File: src/rtl/bubble_sort_engine_pkg.sv
// Shared types and defaults for the bubble-sort engine.
// The optional swap counter is enabled by defining SORT_SWAP_COUNT_EN.
package bubble_sort_pkg;

  localparam int DEFAULT_WIDTH = 8;
  localparam int DEFAULT_DEPTH = 8;

  typedef enum logic [1:0] {
    IDLE = 2'd0,
    SORT = 2'd1,
    DONE = 2'd2
  } sort_state_t;

  // Width needed to hold the worst-case number of swaps, DEPTH*(DEPTH-1)/2.
  function automatic int swap_count_width(input int depth);
    return $clog2(depth * (depth - 1) / 2 + 1);
  endfunction

endpackage

File: src/rtl/bubble_sort_engine_cmp_swap.sv
// Combinational compare-and-swap for one adjacent pair of entries.
// lo_out goes to the lower index, hi_out to the higher index; ties never swap.
module cmp_swap #(
  parameter int WIDTH = 8
) (
  input  logic [WIDTH-1:0] a,
  input  logic [WIDTH-1:0] b,
  input  logic             descending,
  output logic [WIDTH-1:0] lo_out,
  output logic [WIDTH-1:0] hi_out,
  output logic             swap
);

  // Order test and conditional exchange
  always_comb begin
    swap = 1'b0;
    if (descending) begin
      swap = (a < b);
    end else begin
      swap = (a > b);
    end
    lo_out = swap ? b : a;
    hi_out = swap ? a : b;
  end

endmodule

File: src/rtl/bubble_sort_engine.sv
// In-place bubble-sort engine over DEPTH unsigned WIDTH-bit entries, early exit on a clean pass.
// Define SORT_SWAP_COUNT_EN to add the swap_count output.
module bubble_sort_engine
  import bubble_sort_pkg::*;
#(
  parameter int WIDTH = DEFAULT_WIDTH,
  parameter int DEPTH = DEFAULT_DEPTH,
  parameter int AW    = $clog2(DEPTH)
) (
  input  logic             CLOCK_50,
  input  logic             rst_n,
  input  logic             start,
  input  logic             descending,
  input  logic             wr_en,
  input  logic [AW-1:0]    addr,
  input  logic [WIDTH-1:0] wr_data,
  output logic [WIDTH-1:0] rd_data,
  output logic             busy,
  output logic             done
`ifdef SORT_SWAP_COUNT_EN
  ,
  output logic [swap_count_width(DEPTH)-1:0] swap_count
`endif
);

  localparam logic [AW:0]   DEPTH_W   = (AW+1)'(DEPTH);
  localparam logic [AW-1:0] LAST_IDX  = AW'(DEPTH - 1);

  sort_state_t      state;
  sort_state_t      next_state;
  logic [WIDTH-1:0] mem [DEPTH];
  logic [AW-1:0]    idx;
  logic [AW-1:0]    idx_nxt;
  logic [AW-1:0]    bound;
  logic             swapped;
  logic             desc_lat;
  logic             addr_ok;
  logic             last_cmp;
  logic             pass_swapped;
  logic [WIDTH-1:0] lo_val;
  logic [WIDTH-1:0] hi_val;
  logic             swap;

  assign idx_nxt      = idx + AW'(1);
  assign addr_ok      = ({1'b0, addr} < DEPTH_W);
  assign last_cmp     = (idx == bound - AW'(1));
  assign pass_swapped = swapped | swap;
  assign rd_data      = addr_ok ? mem[addr] : {WIDTH{1'b0}};

  cmp_swap #(.WIDTH(WIDTH)) u_cmp_swap (
    .a          (mem[idx]),
    .b          (mem[idx_nxt]),
    .descending (desc_lat),
    .lo_out     (lo_val),
    .hi_out     (hi_val),
    .swap       (swap)
  );

  // Next-state decode; a pass ends on its last compare
  always_comb begin
    next_state = state;
    case (state)
      IDLE: begin
        if (start) begin
          next_state = SORT;
        end else begin
          next_state = IDLE;
        end
      end
      SORT: begin
        if (last_cmp && (!pass_swapped || bound == AW'(1))) begin
          next_state = DONE;
        end else begin
          next_state = SORT;
        end
      end
      DONE:    next_state = IDLE;
      default: next_state = IDLE;
    endcase
  end

  // State register with busy/done registered from the next state
  always_ff @(posedge CLOCK_50 or negedge rst_n) begin
    if (!rst_n) begin
      state <= IDLE;
      busy  <= 1'b0;
      done  <= 1'b0;
    end else begin
      state <= next_state;
      busy  <= (next_state == SORT);
      done  <= (next_state == DONE);
    end
  end

  // Array, pass index, pass bound, swap flag and latched order
  always_ff @(posedge CLOCK_50 or negedge rst_n) begin
    if (!rst_n) begin
      for (int k = 0; k < DEPTH; k++) begin
        mem[k] <= {WIDTH{1'b0}};
      end
      idx      <= {AW{1'b0}};
      bound    <= {AW{1'b0}};
      swapped  <= 1'b0;
      desc_lat <= 1'b0;
    end else begin
      case (state)
        IDLE: begin
          if (wr_en && addr_ok) begin
            mem[addr] <= wr_data;
          end
          if (start) begin
            desc_lat <= descending;
            idx      <= {AW{1'b0}};
            bound    <= LAST_IDX;
            swapped  <= 1'b0;
          end
        end
        SORT: begin
          if (swap) begin
            mem[idx]     <= lo_val;
            mem[idx_nxt] <= hi_val;
          end
          if (last_cmp) begin
            idx     <= {AW{1'b0}};
            bound   <= bound - AW'(1);
            swapped <= 1'b0;
          end else begin
            idx     <= idx_nxt;
            swapped <= pass_swapped;
          end
        end
        default: begin
        end
      endcase
    end
  end

`ifdef SORT_SWAP_COUNT_EN
  localparam int SCW = swap_count_width(DEPTH);

  // Swap counter: cleared on an accepted start, held after done
  always_ff @(posedge CLOCK_50 or negedge rst_n) begin
    if (!rst_n) begin
      swap_count <= {SCW{1'b0}};
    end else if (state == IDLE && start) begin
      swap_count <= {SCW{1'b0}};
    end else if (state == SORT && swap) begin
      swap_count <= swap_count + SCW'(1);
    end else begin
      swap_count <= swap_count;
    end
  end
`endif

endmodule

File: config.mk
export PLATFORM = sky130hd
export DESIGN_NAME = bubble_sort_engine
export DESIGN_NICKNAME = d
export VERILOG_FILES = /design/src/rtl/bubble_sort_engine_pkg.sv /design/src/rtl/bubble_sort_engine_cmp_swap.sv /design/src/rtl/bubble_sort_engine.sv
export SDC_FILE = /design/constraint.sdc
export NUM_CORES = 1
export LEC_CHECK = 0
export ABC_AREA = 1
export BUFFER_PORTS_ARGS = -buffer_cell sky130_fd_sc_hd__clkbuf_2
export CORE_UTILIZATION = 31
export DETAILED_ROUTE_END_ITERATION = 16
export SYNTH_ARGS = -nofsm -noshare
export SYNTH_HDL_FRONTEND = slang
export SYNTH_HIERARCHICAL = 1
export SYNTH_SLANG_ARGS = --single-unit
File: constraint.sdc
create_clock -name CLOCK_50 -period 4.4 [get_ports CLOCK_50]
set_clock_uncertainty 0.2 [all_clocks]
set_input_delay 0.66 -clock CLOCK_50 [delete_from_list [all_inputs] [get_ports CLOCK_50]]
set_output_delay 0.66 -clock CLOCK_50 [all_outputs]
set_load 0.05 [all_outputs]
==> key figures, run 1 <==
Placed design
  – Count of input and output buffers: 25
  – RD Place Congestion: 1.029
  – DP Cell Count: 1506
  – Dpl hpwl: 21270 um

Layout
  – Fin nets: 1235
  – Ant. Diodes: 0
  – Layout cell share with drive strength beyond 1: 13.52%
  – Cell Count, Final, Fillers Out: ~1500
  – Area grow syn2layout: 8.943%

Yosys
  – Seq cells post-synth: 76
  – Syn_area_per_cell: 6.027 um2
  – Number of synthesized flops with an enable pin: 0
  – Most area-hungry cell type in the Yosys netlist: dfrtp_1
  – Synth top cells by count: nand2_1 (352), nor2_1 (163), a21oi_1 (158)
  – Synth unique cells: 38
  – Post-synth top flop: dfrtp_1
  – Post-synthesis net count: between 1000 and 1500
  – Yosys top cell area share: 25.84%
  – Top cells by area, synth: dfrtp_1 (26%), nand2_1 (18%), a21oi_1 (11%)
  – Register area share after synthesis: 25.84%
  – Syn Inst Count: 1221
  – Post-Syn Area: 7360 um2
  – Most numerous cell in the Yosys netlist: nand2_1
  – Async SR Flop Fraction: 100.0%
  – Synth warn: 6

Outcome
  – Status: finished, final reports clean

Clock network
  – H-tree Lvls: 3
  – CTS Hold Bufs: 0
  – CTS sink cnt: 76
  – Root buffer cell: clkbuf_16
  – Reg clk slew, reported paths: ~0.07 ns
  – Number of buffers created by CTS: 9
  – CTS max path bufs: 2
  – TritonCTS clock tree: built
  – Skew-Pair Late Insertion Delay: 0.36 ns

Drt
  – Iter 0 DRT Violations: 1370
  – Routed Antenna Nets: 0
  – Total Wirelength: 30490 um
  – Initial DRT Pass Iterations: 5
  – DR WL/cell: approximately 20 um
  – Via/cell ratio: 5.501
  – DRC: 0
  – Via count: 8427

Critical path
  – Worst path required time: 4.47 ns
  – Kind of critical path: reg -> reg
  – Startpoint types: flop
  – Worst Path Arrival: 4.31 ns
  – Critical path fanouts, max: 17
  – CP Capture Type: flop

STA
  – Worst-margin pin slew: approximately 0.76 ns
  – Final setup vio count: 0
  – Crit share post-route: just under 100%
  – Slew headroom: 49.28%
  – Fin. max-slew vios: 0
  – Min cycle time layout: 4.235 ns
  – Final setup TNS: 0 ns
  – Final hold vios: 0
  – Max Clock Freq: 0.2362 GHz

Floorplan
  – Die H: 156.1 um
  – Core ar.: between 20000 and 25000 um2
  – Die area: 24360 um2
  – # IOs: 26
  – Initial Util: 31.45%
  – Site Rows: 56
  – Die span in x: 156.1 um

Flow run
  – MaxCap Viol Count: 0

Global routing
  – All-Layer GR Usage: 25.38%
  – Initial antenna violation count: 0
  – Vias in the first global route: 7539
  – First-pass GRT wire length: 45840 um
  – Largest net degree at the start of global routing: 51
  – Congestion Overflow GR: 0

Worst hold path
  – Hold Path Class: in -> async
## kinds of logic after synthesis
group	count (synthesis)	synth area share, %
simple gates	693	42.18
compound gates	249	18.07
buf+inv	189	11.65
flops	76	25.84
fa+ha+maj	11	1.870
xor+xnor	2	0.2381
mux	1	0.1530
## path summary, 6_finish.rpt
path,start,to,slack (ns),depth (start not counted)
max,idx[1],mem[0],0.17,19
min,rst_n,busy,0.15,1
max reg2reg,idx[1],mem[0],0.17,19
min reg2reg,bound[1],bound[1],0.32,2
max in group asynchronous,rst_n,mem[4],2.96,2
min in group CLOCK_50,bound[1],bound[1],0.32,2
## layout make-up
type | count | area (um2)
clock inverters | 6 | 65.06
fillers | 2651 | 15380
flip-flops and latches | 76 | 1907
multi-input cells | 956 | 4621
repair buffers | 56 | 380.4
inverters | 109 | 416.7
well taps | 319 | 399.1
clock buffers | 10 | 229.0
## layout by cell type, fill, tap and decap left out, types with 2 or more instances in the layout
cell type  instances
o211ai_1           2
inv_4              3
buf_6              2
clkbuf_2          24
nand2_2           42
a21oi_1          157
or2_1              8
ha_1              10
buf_4             29
a22oi_1            6
nor2_2             4
clkinv_2           2
inv_1             85
o2bb2ai_1          3
nor2_4             2
nand3_2           12
clkinv_1           4
nand3b_1           2
o21ai_1            4
nor2_1           163
clkinv_4           2
o21ai_0           36
o22ai_1           38
inv_2             17
nand4_1           69
nand2_4            3
clkbuf_16          9
nand3_1           30
nor3b_2            2
dfrtp_1           74
nand2_1          352
xnor2_1            2
## worst max-delay path, stage by stage, from the launching register on
cell and delay, ns:
dfrtp_1 0.47, buf_4 0.22, inv_2 0.06, nand3_2 0.18, clkinv_1 0.12, a22oi_1 0.32
nand4_1 0.33, ha_1 0.41, nand2_1 0.12, nor2_2 0.06, a21oi_1 0.21, nand2_4 0.19
nand2_8 0.16, buf_4 0.13, nand2_1 0.04, nand2_1 0.48, nand2_1 0.11, nand2_1 0.10
nand2_1 0.05, a21oi_1 0.17
## routing by layer
metal	routed length, um	vias up	GRT usage, %
li1	-	3970	-
met1	12610	3899	33.25
met2	13370	469	39.50
met3	2913	89	4.833
met4	1599	0	12.84
met5	0	-	1.035
## sequential cells by signal (all words and copies together) (netlist names)
name / cells
bound: 3
busy: 1
desc_lat: 1
done: 1
idx: 3
mem: 64
state: 2
swapped: 1
## metrics by stage
step                worst slack [ns]  utilization (%)  hold slack (ns)  cell area (um2)
floorplan                     0.8428                -           0.1644             7360
global placement             0.05744            32.50           0.2993             7605
detailed placement           0.04195            32.50           0.3006             7605
CTS                          0.02739            33.75           0.1814             7899
global route               -0.001002            34.26           0.2030             8018
finish                        0.1655            34.26           0.1519             8018
## timing repair
action / 4_1_cts / 5_1_grt
resized for setup: 0 / 12
setup endpoints to repair: 0 / 64
setup buffers: 0 / 10
Power of run 1 is not shown: default switching activity piles up to over one toggle a cycle in this logic, so the estimate is an artifact.
==> run 2, diff against run 1 <==
--- a/config.mk
+++ b/config.mk
@@ -9,6 +9,7 @@
 export BUFFER_PORTS_ARGS = -buffer_cell sky130_fd_sc_hd__clkbuf_2
 export CORE_UTILIZATION = 31
 export DETAILED_ROUTE_END_ITERATION = 16
+export PLACE_DENSITY = 0.51
 export SYNTH_ARGS = -nofsm -noshare
 export SYNTH_HDL_FRONTEND = slang
 export SYNTH_HIERARCHICAL = 1
==> constraint.sdc (replaced) <==
create_clock -name CLOCK_50 -period 4.4 [get_ports CLOCK_50]
set_clock_uncertainty 0.2 [all_clocks]
set_input_delay 0.22 -clock CLOCK_50 [delete_from_list [all_inputs] [get_ports CLOCK_50]]
set_output_delay 0.22 -clock CLOCK_50 [all_outputs]
set_load 0.05 [all_outputs]
==> run 2 against run 1 <==
  * Largest cell class unchanged
  * Flip-flop and latch count did not move
  * Register-to-register slack improved by 0.07 ns
  * Wire length rose by 4.4%
  * Die area did not move
  * Sequential share of layout area fell by 0.27 points
  * Highest routed layer unchanged
==> key figures, run 2 (same netlist as run 1, synthesis figures left out) <==
Drt
  – Via/cell ratio: 5.531 (+0.55%)
  – Initial DRT Pass Iterations: 5 (unchanged)
  – Routed Antenna Nets: 0 (unchanged)
  – Via count: 8451 (+0.28%)
  – Iter 0 DRT Violations: 1104 (-19%)
  – DRC: 0 (unchanged)
  – DR WL/cell: 20.83 um (+4.6%)
  – Total Wirelength: 31820 um (+4.4%)

Layout
  – Commonest non-fill, non-tap cell in the layout: nand2_1
  – Area grow syn2layout: 10.18%
  – Max reg flops: 64 (unchanged)
  – Largest registers: mem: 64 flops, bound: 3 flops, idx: 3 flops
  – Register name with the most flops: mem
  – Fin nets: 1231 (-0.32%)
  – Fill cells: 2644 (-0.26%)
  – Highest-count cells in the layout ignoring fill and taps: nand2_1 (349), nor2_1 (163), a21oi_1 (158), inv_1 (85), dfrtp_1 (74)
  – Ant. Diodes: 0 (unchanged)
  – Layout cell share with drive strength beyond 1: 13.40% (-0.12 points)

Clock network
  – Number of buffers created by CTS: 9 (unchanged)
  – CTS max path bufs: 2 (unchanged)
  – Root buffer cell: clkbuf_16
  – Reg clk slew, reported paths: 0.07 ns (about the same)
  – Skew-Pair Late Insertion Delay: 0.36 ns (about the same)
  – TritonCTS clock tree: built
  – H-tree Lvls: 3 (unchanged)
  – CTS sink cnt: 76 (unchanged)

Global routing
  – Initial antenna violation count: 1 (+1)
  – First-pass GRT wire length: 47380 um (+3.4%)
  – Vias in the first global route: 7535 (-0.053%)
  – Largest net degree at the start of global routing: 77 (+51%)
  – Congestion Overflow GR: 0 (unchanged)
  – All-Layer GR Usage: 26.46% (+1.1 points)

STA
  – Final setup TNS: 0 ns (unchanged)
  – Worst-margin pin slew: 1.021 ns (+0.2601 ns)
  – RSZ-0062 raised after global routing: false
  – Final hold vios: 0 (unchanged)
  – Max Clock Freq: 0.2400 GHz (+1.6%)
  – Final setup vio count: 0 (unchanged)
  – Crit share post-route: 94.71% (-1.5 points)
  – Worst hold slack: 0.1154 ns (-0.03659 ns)
  – Slew headroom: 31.94% (-17 points)
  – Min cycle time layout: 4.167 ns (-0.06744 ns)
  – Fin. max-slew vios: 0 (unchanged)

Floorplan
  – Core ar.: 23400 um2 (unchanged)
  – Initial Util: 31.45% (unchanged)
  – Site Rows: 56 (unchanged)
  – Die span in x: 156.1 um (unchanged)
  – Die H: 156.1 um (unchanged)
  – # IOs: 26 (unchanged)
  – Die area: 24360 um2 (unchanged)

Critical path
  – Worst r2r dst: mem[35]
  – Worst Path Arrival: 4.25 ns (-0.06 ns)
  – CP Capture Type: flop
  – Kind of critical path: reg -> reg
  – Startpoint types: flop
  – R2r startpoint: idx[0]
  – Reg2Reg Depth: 21 (+2)
  – Worst path required time: 4.48 ns (about the same)
  – Critical path fanouts, max: 75 (+58)
  – Reg-to-reg setup timing slack: 0.23 ns (+0.07 ns)
  – Worst Setup SP: idx[0]

Placed design
  – Dpl hpwl: 21690 um (+2.0%)
  – RD Place Congestion: 0.9659 (-6.2%)
  – Count of input and output buffers: 25 (unchanged)

Outcome
  – Status: finished, final reports clean

Worst hold path
  – Hold Path Class: in -> reg
  – Hold path endpoint: bound[0]
  – Worst hold path cell count: 4
  – HP Start: start

Flow run
  – MaxCap Viol Count: 0 (unchanged)
run 2: worst max-delay path by stage:
stage               to  slack, ns  depth (start not counted)
3_3_place_gp   mem[37]       0.14                         20
2_1_floorplan  mem[48]       0.84                         22
4_1_cts        mem[34]       0.06                         20
3_5_place_dp   mem[38]        0.1                         20
5_1_grt        mem[32]       0.01                         19
6_report       mem[35]       0.23                         21
run 2: cell type report:
class / instances / area, um2 / share of cell area, %
repair buffers: 52 / 390.4 / 4.814
clock buffers: 10 / 229.0 / 2.824
well taps: 319 / 399.1 / 4.922
flip-flops and latches: 76 / 1907 / 23.51
clock inverters: 6 / 136.4 / 1.682
multi-input cells: 956 / 4621 / 56.98
inverters: 109 / 426.7 / 5.262
run 2: critical path: stages (launching register included):
cell and delay [ns]:
dfrtp_4 0.44, buf_12 0.30, buf_4 0.33, nand2_1 0.07, o21ai_0 0.08, nand2_1 0.11
a21oi_1 0.20, or2_1 0.19, inv_1 0.06, ha_1 0.28, nand2_1 0.09, nor2_2 0.05
a21oi_1 0.24, nand2_4 0.19, nand2_4 0.12, buf_12 0.17, nand2_1 0.06, nand2_1 0.42
nand2_1 0.11, nand2_1 0.09, nand2_1 0.05, a21oi_1 0.18
run 2: per-layer routing:
layer | part of all wire (%) | vias to the layer above | GRT usage, %
li1 | - | 3975 | -
met4 | 3.8 | 0 | 10.74
met1 | 42 | 4004 | 35.17
met2 | 46 | 409 | 42.79
met3 | 8.4 | 63 | 3.861
met5 | 0 | - | 0
run 2: repair_timing:
action	4_1_cts	5_1_grt
gates resized for setup	0	11
hold buffers	2	0
buffers inserted	0	1
setup endpoints to repair	0	64
endpoints found under the hold margin	77	0
run 2: per-stage QoR:
stage,util [%],setup WS [ns],cell area [um2],instances
after detailed placement,32.72,0.09654,7657,1508
after CTS,34.37,0.05720,8043,1526
final,34.65,0.2329,8109,1528
after global placement,32.72,0.1417,7657,1508
after global routing,34.65,0.01204,8109,1528
after floorplan,-,0.8428,7360,1221
Power of run 2 is left out for the same reason.
